**src/rtl/apb_slave_mem_if.sv**
```systemverilog
// rtl/apb_slave_mem_if.sv - APB bus bundle between the requester and the memory completer
//
// Purpose: groups the APB handshake, address and data signals. The master modport
//          drives the request side, and the slave modport drives the response side.
// Signals: p_sel, p_en, p_write, addr[AWIDTH], wdata[DWIDTH]  (master -> slave)
//          rdata[DWIDTH], p_ready, p_slverr                     (slave -> master)
interface apb_slave_mem_if #(
    parameter int AWIDTH = 8,
    parameter int DWIDTH = 32
);
    logic              p_sel;
    logic              p_en;
    logic              p_write;
    logic [AWIDTH-1:0] addr;
    logic [DWIDTH-1:0] wdata;
    logic [DWIDTH-1:0] rdata;
    logic              p_ready;
    logic              p_slverr;

    modport master (
        output p_sel, p_en, p_write, addr, wdata,
        input  rdata, p_ready, p_slverr
    );

    modport slave (
        input  p_sel, p_en, p_write, addr, wdata,
        output rdata, p_ready, p_slverr
    );
endinterface

```
**src/rtl/apb_slave_mem.sv**
```systemverilog
// rtl/apb_slave_mem.sv - APB completer with word memory, wait-state config register and error response
//
// Purpose: decodes word addresses into a DEPTH-word memory and a 4-bit wait-state
//          register at CFG_ADDR. It inserts wait_cfg wait states before p_ready and
//          flags unmapped addresses with p_slverr. All outputs are registered.
// Ports:   clk  - bus clock, rising edge
//          rst  - asynchronous active-low reset (memory contents are retained)
//          bus  - apb_slave_mem_if.slave (p_sel/p_en/p_write/addr/wdata in,
//                 rdata/p_ready/p_slverr out)
module apb_slave_mem #(
    parameter int                AWIDTH   = 8,
    parameter int                DWIDTH   = 32,
    parameter int                DEPTH    = 64,
    parameter logic [AWIDTH-1:0] CFG_ADDR = AWIDTH'(8'hFF)
) (
    input  logic              clk,
    input  logic              rst,
    apb_slave_mem_if.slave    bus
);
    localparam int                IW      = (DEPTH > 1) ? $clog2(DEPTH) : 1;
    localparam logic [AWIDTH-1:0] DEPTH_A = AWIDTH'(DEPTH);

    typedef enum logic {
        IDLE,
        ACCESS
    } state_t;

    state_t            state_q, state_d;
    logic [3:0]        cnt_q, cnt_d;
    logic [3:0]        wait_cfg_q, wait_cfg_d;
    logic              ready_q, ready_d;
    logic              slverr_q, slverr_d;
    logic [DWIDTH-1:0] rdata_q, rdata_d;
    logic [AWIDTH-1:0] addr_q, addr_d;
    logic              write_q, write_d;
    logic [DWIDTH-1:0] wdata_q, wdata_d;
    logic              mem_we;

    logic [DWIDTH-1:0] mem [DEPTH];

    // The setup edge decodes the live bus address, because the zero-wait case
    // must load rdata in the same edge. Later edges use the captured copy.
    logic [AWIDTH-1:0] dec_addr;
    logic              dec_write;
    logic              dec_mem;
    logic              dec_cfg;
    logic [DWIDTH-1:0] dec_rdata;

    always_comb begin
        dec_addr  = (state_q == IDLE) ? bus.addr : addr_q;
        dec_write = (state_q == IDLE) ? bus.p_write : write_q;
        dec_mem   = (dec_addr < DEPTH_A);
        dec_cfg   = (dec_addr == CFG_ADDR);
        dec_rdata = '0;
        if (!dec_write) begin
            if (dec_mem) begin
                dec_rdata = mem[dec_addr[IW-1:0]];
            end else if (dec_cfg) begin
                dec_rdata = DWIDTH'(wait_cfg_q);
            end
        end
    end

    always_comb begin
        state_d    = state_q;
        cnt_d      = cnt_q;
        wait_cfg_d = wait_cfg_q;
        ready_d    = ready_q;
        slverr_d   = slverr_q;
        rdata_d    = rdata_q;
        addr_d     = addr_q;
        write_d    = write_q;
        wdata_d    = wdata_q;
        mem_we     = 1'b0;

        case (state_q)
            IDLE: begin
                if (bus.p_sel && !bus.p_en) begin
                    addr_d  = bus.addr;
                    write_d = bus.p_write;
                    wdata_d = bus.wdata;
                    cnt_d   = wait_cfg_q;
                    state_d = ACCESS;
                    if (wait_cfg_q == 4'd0) begin
                        ready_d  = 1'b1;
                        slverr_d = !(dec_mem || dec_cfg);
                        rdata_d  = dec_rdata;
                    end
                end
            end

            ACCESS: begin
                if (!(bus.p_sel && bus.p_en)) begin
                    // The master dropped the transfer. Nothing is committed.
                    state_d  = IDLE;
                    cnt_d    = 4'd0;
                    ready_d  = 1'b0;
                    slverr_d = 1'b0;
                    rdata_d  = '0;
                end else if (ready_q) begin
                    if (write_q) begin
                        if (dec_mem) begin
                            mem_we = 1'b1;
                        end else if (dec_cfg) begin
                            wait_cfg_d = wdata_q[3:0];
                        end
                    end
                    state_d  = IDLE;
                    ready_d  = 1'b0;
                    slverr_d = 1'b0;
                    rdata_d  = '0;
                end else begin
                    // This state is reached with ready low only when cnt_q >= 1.
                    cnt_d = cnt_q - 4'd1;
                    if (cnt_q == 4'd1) begin
                        ready_d  = 1'b1;
                        slverr_d = !(dec_mem || dec_cfg);
                        rdata_d  = dec_rdata;
                    end
                end
            end

            default: begin
                state_d = IDLE;
            end
        endcase
    end

    always_ff @(posedge clk or negedge rst) begin
        if (!rst) begin
            state_q    <= IDLE;
            cnt_q      <= 4'd0;
            wait_cfg_q <= 4'd0;
            ready_q    <= 1'b0;
            slverr_q   <= 1'b0;
            rdata_q    <= '0;
            addr_q     <= '0;
            write_q    <= 1'b0;
            wdata_q    <= '0;
        end else begin
            state_q    <= state_d;
            cnt_q      <= cnt_d;
            wait_cfg_q <= wait_cfg_d;
            ready_q    <= ready_d;
            slverr_q   <= slverr_d;
            rdata_q    <= rdata_d;
            addr_q     <= addr_d;
            write_q    <= write_d;
            wdata_q    <= wdata_d;
        end
    end

    // The memory has no reset, so its contents survive rst. mem_we can only be
    // high in ACCESS, and ACCESS is forced away asynchronously by rst.
    always_ff @(posedge clk) begin
        if (mem_we) begin
            mem[addr_q[IW-1:0]] <= wdata_q;
        end
    end

    assign bus.rdata    = rdata_q;
    assign bus.p_ready  = ready_q;
    assign bus.p_slverr = slverr_q;
endmodule
```
**src/flat_wrapper.sv**
```systemverilog
// flat-port wrapper written by rule: the top's interface ports become plain ports
module apb_slave_mem_flat 
#(
    parameter int                AWIDTH   = 8,
    parameter int                DWIDTH   = 32,
    parameter int                DEPTH    = 64,
    parameter logic [AWIDTH-1:0] CFG_ADDR = AWIDTH'(8'hFF)
)
  (clk, rst, bus_p_sel, bus_p_en, bus_p_write, bus_addr, bus_wdata, bus_rdata, bus_p_ready, bus_p_slverr);
  apb_slave_mem_if #(.AWIDTH(AWIDTH), .DWIDTH(DWIDTH)) bus_i ();
  input  logic clk;
  input  logic rst;
  input wire logic [$bits(bus_i.p_sel)-1:0] bus_p_sel;
  input wire logic [$bits(bus_i.p_en)-1:0] bus_p_en;
  input wire logic [$bits(bus_i.p_write)-1:0] bus_p_write;
  input wire logic [$bits(bus_i.addr)-1:0] bus_addr;
  input wire logic [$bits(bus_i.wdata)-1:0] bus_wdata;
  output wire logic [$bits(bus_i.rdata)-1:0] bus_rdata;
  output wire logic [$bits(bus_i.p_ready)-1:0] bus_p_ready;
  output wire logic [$bits(bus_i.p_slverr)-1:0] bus_p_slverr;
  assign bus_i.p_sel = bus_p_sel;
  assign bus_i.p_en = bus_p_en;
  assign bus_i.p_write = bus_p_write;
  assign bus_i.addr = bus_addr;
  assign bus_i.wdata = bus_wdata;
  assign bus_rdata = bus_i.rdata;
  assign bus_p_ready = bus_i.p_ready;
  assign bus_p_slverr = bus_i.p_slverr;
  apb_slave_mem #(.AWIDTH(AWIDTH), .DWIDTH(DWIDTH), .DEPTH(DEPTH), .CFG_ADDR(CFG_ADDR)) u_core (.clk(clk), .rst(rst), .bus(bus_i));
endmodule
```
**config.mk**
```make
export PLATFORM = sky130hd
export DESIGN_NAME = apb_slave_mem_flat
export DESIGN_NICKNAME = d
export VERILOG_FILES = /design/src/rtl/apb_slave_mem_if.sv /design/src/rtl/apb_slave_mem.sv /design/src/flat_wrapper.sv
export SDC_FILE = /design/constraint.sdc
export NUM_CORES = 2
export LEC_CHECK = 0
export ABC_CLOCK_PERIOD_IN_PS = 4300
export CAP_MARGIN = 20
export CORE_MARGIN = 10
export CORE_UTILIZATION = 40
export CTS_BUF_LIST = sky130_fd_sc_hd__clkbuf_8
export DETAILED_ROUTE_END_ITERATION = 10
export HOLD_SLACK_MARGIN = 0.12
export PLACE_DENSITY = 0.57
export REMOVE_ABC_BUFFERS = 1
export SLEW_MARGIN = 20
export SYNTH_ARGS = -nofsm -noshare
export SYNTH_HDL_FRONTEND = slang
export SYNTH_SLANG_ARGS = --single-unit
export TNS_END_PERCENT = 20
```
**constraint.sdc**
```tcl
create_clock -name clk -period 4.3 [get_ports clk]
set_clock_uncertainty 0.05 [all_clocks]
set_input_delay 0.86 -clock clk [delete_from_list [all_inputs] [get_ports clk]]
set_output_delay 0.86 -clock clk [all_outputs]
set_load 0.005 [all_outputs]
```
## Word level (Yosys, flattened, before mapping)

Memory sizes are Yosys's and may differ from the RTL's.
Index checks and enable logic that the tools add are counted.

- Bits in registers: 84
- Bits in writable memories: 2048
- Input bits: 45
- Word-level logic and storage cells: 69
- Memories kept: 1

- $add $sub $neg: 1
- $lt $le $gt $ge: 1
- Equality and inequality tests: 6
- Muxes and demuxes: 38
- Bitwise operators: 2
- Reductions and logical operators: 11

Memories:

| name | depth | bits a word | read ports | clocked after Yosys merged registers in | wr ports | line | source |
|---|---|---|---|---|---|---|---|
| u_core.mem | 64 | 32 | 1 | 0 | 1 | apb_slave_mem.sv:39 | `logic [DWIDTH-1:0] mem [DEPTH];` |

Operators with widths:

| cell | count |
|---|---|
| $mux W32 | 7 |
| $pmux W32 S2 | 1 |
| $mux W1 | 21 |
| $mux W4 | 4 |
| $eq A8 B8 Y1 const B | 1 |
| $lt A8 B7 Y1 const B | 1 |
| $mux W8 | 1 |
| $pmux W4 S2 | 1 |
| $pmux W1 S2 | 3 |
| $reduce_and A2 Y1 | 3 |
| $reduce_and A6 Y1 | 1 |
| $eq A4 B1 Y1 const B | 1 |
| $logic_not A4 Y1 | 1 |
| $ne A2 B2 Y1 const B | 2 |
| $ne A4 B4 Y1 const B | 1 |
| $sub A4 B1 Y4 const B | 1 |
| $ne A3 B3 Y1 const B | 1 |
| $reduce_and A3 Y1 | 1 |
| $logic_and A1 B1 Y1 | 2 |
| $logic_not A1 Y1 | 2 |
| $not A1 Y1 | 2 |
| $logic_or A1 B1 Y1 | 1 |

## Longest topological paths before layout

- Word-level depth: 9
- Gate-level depth with buffers: 12

## Least setup slack after synthesis

OpenSTA, ideal clock, no wires.

- Path type: reg-to-reg
- From: register u_core.state_q
- To: memory u_core.mem[62][0], enable pin
- Library setup time: 0.421 ns
- Arrival: 3.388 ns
- Data required time: 3.829 ns
- Path slack: 0.441 ns
- Cell stages (with the launch flop): 10
- Period minus slack after synthesis: 3.859 ns
- Path through: dfrtp_1 buf_6 buf_4 buf_6 buf_6 buf_4 nand3_2 nor4_1 nand3_1 nor2_1

- Longest elaborated chain between the ends: 9

RTL lines:

| item | line | source |
|---|---|---|
| start: declaration | apb_slave_mem.sv:28 | `state_t state_q, state_d;` |
| start signal: assignment | apb_slave_mem.sv:141 | `state_q <= state_d;` |
| $mux W8 | apb_slave_mem.sv:50 | `dec_addr = (state_q == IDLE) ? bus.addr : addr_q;` |
| $lt A8 B7 Y1 | apb_slave_mem.sv:52 | `dec_mem = (dec_addr < DEPTH_A);` |
| $mux W1 | apb_slave_mem.sv:102 | `if (dec_mem) begin` |
| $mux W1 | apb_slave_mem.sv:101 | `if (write_q) begin` |
| $mux W1 | apb_slave_mem.sv:100 | `end else if (ready_q) begin` |
| $mux W1 | apb_slave_mem.sv:93 | `if (!(bus.p_sel && bus.p_en)) begin` |
| $mux W1 (*) | apb_slave_mem.sv:76 | `case (state_q)` |
| $mux W1 (*) | apb_slave_mem.sv:156 | `if (mem_we) begin` |
| $mux W1 (implied by the code) (*) | apb_slave_mem.sv:157 | `mem[addr_q[IW-1:0]] <= wdata_q;` |
| end: declaration | apb_slave_mem.sv:39 |  |

Mark *: on every way between the ends. The rest lies on a longest branch, timed or not.

## Worst setup path in the final report

- From: register u_core.state_q
- To: register u_core.rdata_q[21] (netlist: u_core.bus.rdata[21])

- Longest elaborated chain between the ends: 8
- Elaborated cells between the ends (all ways): 17

RTL lines:

| item | line | source |
|---|---|---|
| $mux W8 | apb_slave_mem.sv:50 |  |
| $mem_v2 Z64 W32 / $lt A8 B7 Y1 (equally long branches) | n/a |  |
| $mux W32 | apb_slave_mem.sv:56 | `if (dec_mem) begin` |
| $mux W32 | apb_slave_mem.sv:55 | `if (!dec_write) begin` |
| $mux W32 | apb_slave_mem.sv:115 | `if (cnt_q == 4'd1) begin` |
| $mux W32 | apb_slave_mem.sv:100 |  |
| $mux W32 | apb_slave_mem.sv:93 |  |
| $pmux W32 S2 | apb_slave_mem.sv:76 |  |
| end signal: assignment | apb_slave_mem.sv:146 | `rdata_q <= rdata_d;` |
| end: declaration | apb_slave_mem.sv:33 | `logic [DWIDTH-1:0] rdata_q, rdata_d;` |

Several ways; a longest one is shown, not always the timed one. The select of a mux whose other input is x is not followed.
A chain may end at the register's enable or synchronous reset.

==> impl_metrics.json <==
{
  "p_leak_nw": 32.1,
  "drt_wl_total_mm": 249,
  "drt-pass1-iter-count": 6,
  "cellPowerDensity_mw_per_mm2": 473,
  "area_growth_pct": 16.3,
  "clkPwrFrac_pct": 36.1,
  "critPathCaptureType": "flip-flop",
  "antenna_found_initial": 7,
  "comb_power_share_pct": 9.8,
  "max_cap_viol_count": 0,
  "layout.nets": 5329,
  "synth_area_leader_cell": "edfxtp_1",
  "outcome": "completed",
  "drt_iter0_drc": 6030,
  "async_reset_ff_share_pct": 3.94,
  "drt-wirelength-per-cell_um": 30.2,
  "ir_worst_vdd_v": 0.000355,
  "ys_ff_latch": 2132,
  "ant_nets": 0,
  "grt_pass1_vias": 47000,
  "crit_arrival_ps": 4860,
  "reg2reg_depth": 9,
  "maxSlewViolCount": 0,
  "core_mm2": 0.205,
  "dieArea_mm2": 0.225,
  "die_y_um": 474,
  "ioPinCount": 79,
  "ys_seq_area_share_pct": 77.0,
  "cts_tree": "done",
  "seq_power_share_pct": 54.0,
  "grt-ovfl-total": 0,
  "clkLatencyLatePin_ps": 1050,
  "cts_num_sinks": 2132,
  "register_area_mm2": 0.0637,
  "grtUsageTotal_pct": 21.8,
  "root_buffer": "clkbuf_8",
  "clk_path_buf_depth": 4,
  "syn_inst": 4756,
  "holdPathStages": 2,
  "worst_pin_slew_ps": 1010,
  "via_count": 47300,
  "dpl_worst_slack_ps": -459,
  "switching_power_w": 0.0115,
  "post-synth-top-count-cell": "edfxtp_1",
  "cts_buffers": 353,
  "slew_headroom_pct": 32.5,
  "hp-class": "in -> reg",
  "port_buffers": 78,
  "fin_ws_ps": 296,
  "dieWidth_um": 474,
  "power.internal_w": 0.0339,
  "cp-start-kind": "flip-flop",
  "fillers": 17300,
  "fin_crit_sh_pct": 93.1,
  "dp.cells": 7614,
  "path_clk_slew_ps": 60,
  "multi_input_area_mm2": 0.0182,
  "finalSetupViolCount": 0,
  "synth_cell_types": 64,
  "power.total_w": 0.0454,
  "rows": 166,
  "place_area_mm2": 0.0896,
  "synth_edf_count": 2048,
  "initial_core_util_pct": 40.3,
  "p_sw_share_pct": 25.4,
  "htree_levels": 5,
  "route.detailed.drc": 0,
  "critPathRequiredTime_ps": 5160,
  "rsz0062_at_grt": "no",
  "drive_above_1_share_pct": 23.0,
  "synthTopCellsByCount": "2048 x edfxtp_1, 840 x nand2_1, 514 x nand3_1",
  "globalplace.congestion": 0.806,
  "syn_avg_cell_area_um2": 17.4,
  "synth_area_leaders": "edfxtp_1 74%, mux4_2 8.8%, nand2_1 3.8%",
  "ys.warnings.count": 0,
  "final_hold_viol_count": 0,
  "grt_max_degree": 88,
  "grt_pass1_wl_mm": 354,
  "path_max_fanout": 26,
  "dominantRegCellSynth": "edfxtp_1",
  "syn_area_mm2": 0.0826,
  "post_layout_nonfiller_instances": 8246,
  "final_design_area_no_fill_mm2": 0.0961,
  "post-route-util_pct": 46.9,
  "period_needed_ps": 4000,
  "crit_type": "reg -> reg",
  "viasPerCell": 5.74,
  "hpwl_mm": 147,
  "clock.fmax_mhz": 250,
  "synth_top_area_share_pct": 74.5
}
==> kinds of logic after synthesis <==
logic type,Yosys count,share of synthesized area [%]
flip-flops,2132,77.0
AND/OR/NAND/NOR,1569,8.24
multiplexers,410,9.98
AO/OA/AOI/OAI,359,2.99
buffers and inverters,284,1.76
adder cells (fa/ha/maj),2,0.0303
==> worst paths after layout <==
kind	start	end	slack (ps)
min	bus_wdata[20]	u_core.wdata_q[20]	380
max reg2reg	u_core.state_q	u_core.bus.rdata[21]	300
max in group asynchronous	rst	u_core.bus.rdata[11]	2760
min reg2reg	u_core.wdata_q[29]	u_core.wdata_q[29]	470
max	u_core.state_q	u_core.bus.rdata[21]	300
min in group asynchronous	rst	u_core.bus.rdata[5]	390
==> power by group through the flow <==
stage / combinational [W] / sequential [W] / clock, W
2_1_floorplan: 0.00265 / 0.0248 / 0
3_3_place_gp: 0.00438 / 0.0250 / 0
3_5_place_dp: 0.00447 / 0.0250 / 0
4_1_cts: 0.00448 / 0.0245 / 0.0167
5_1_grt: 0.00476 / 0.0246 / 0.0177
6_report: 0.00447 / 0.0245 / 0.0164
==> placed cells by master (no fill, tap or decap), types with 14 or more instances in the layout <==
cell type and count:
a21oi_1 94, a221o_1 33, a221oi_1 19, a22o_1 14
a22oi_1 46, a31oi_1 15, and3_1 17, buf_12 67
buf_4 304, clkbuf_8 396, clkdlybuf4s50_1 77, clkinv_1 48
clkinv_2 15, dfrtp_1 51, dfrtp_2 18, dfrtp_4 15
edfxtp_1 2048, inv_1 165, mux2_2 45, mux2i_1 33
mux4_2 324, nand2_1 840, nand3_1 514, nand4_1 20
nor2_1 39, nor2_4 67, nor3_1 25, o21ai_0 27
o21ai_1 18, o22ai_1 28
==> cell type report <==
cell class	instances	share of cell area, %
Sequential cell	2132	66.3
Multi-Input combinational cell	2340	18.9
Clock buffer	396	5.67
Timing Repair Buffer	450	4.60
Tap cell	2688	3.50
Clock inverter	228	0.983
Inverter	5	0.0195
Antenna cell	7	0.0182
==> sequential cells by signal (all words and copies together), names as in the netlist <==
name,count
u_core.wdata_q,32
u_core.mem,2048
u_core.addr_q,8
u_core.write_q,1
u_core.bus.p_slverr,1
u_core.wait_cfg_q,4
u_core.cnt_q,4
u_core.state_q,1
u_core.bus.p_ready,1
u_core.bus.rdata,32
==> stage by stage <==
stage                     hold slack [ps]  setup TNS, ps
after floorplan                       423        -152260
after global placement                450          -1000
after detailed placement              454          -1070
after CTS                             297              0
after global routing                  329              0
final                                 383              0
==> repair_timing <==
action	4_1_cts	5_1_grt
setup endpoints to repair	0	0
hold buffers	1	0
endpoints found under the hold margin	59	0
resized for setup	0	0
buffers inserted	0	0
==> metal layers <==
layer | track usage [%] | vias up | share of wire, %
met2 | 34.3 | 2322 | 47
li1 | - | 19800 | -
met5 | 0 | - | 0
met4 | 7.81 | 0 | 3.7
met3 | 4.52 | 432 | 8.5
met1 | 30.1 | 24800 | 41
==> worst max-delay path, stage by stage (launching register included) <==
cell and delay, ps:
dfrtp_2 670, mux2_8 590, buf_12 270, buf_4 170
mux4_2 490, a22oi_1 230, nand2_1 110, a221oi_1 880
buf_4 260, o21ai_1 60
(Power assumes the default switching activity.)
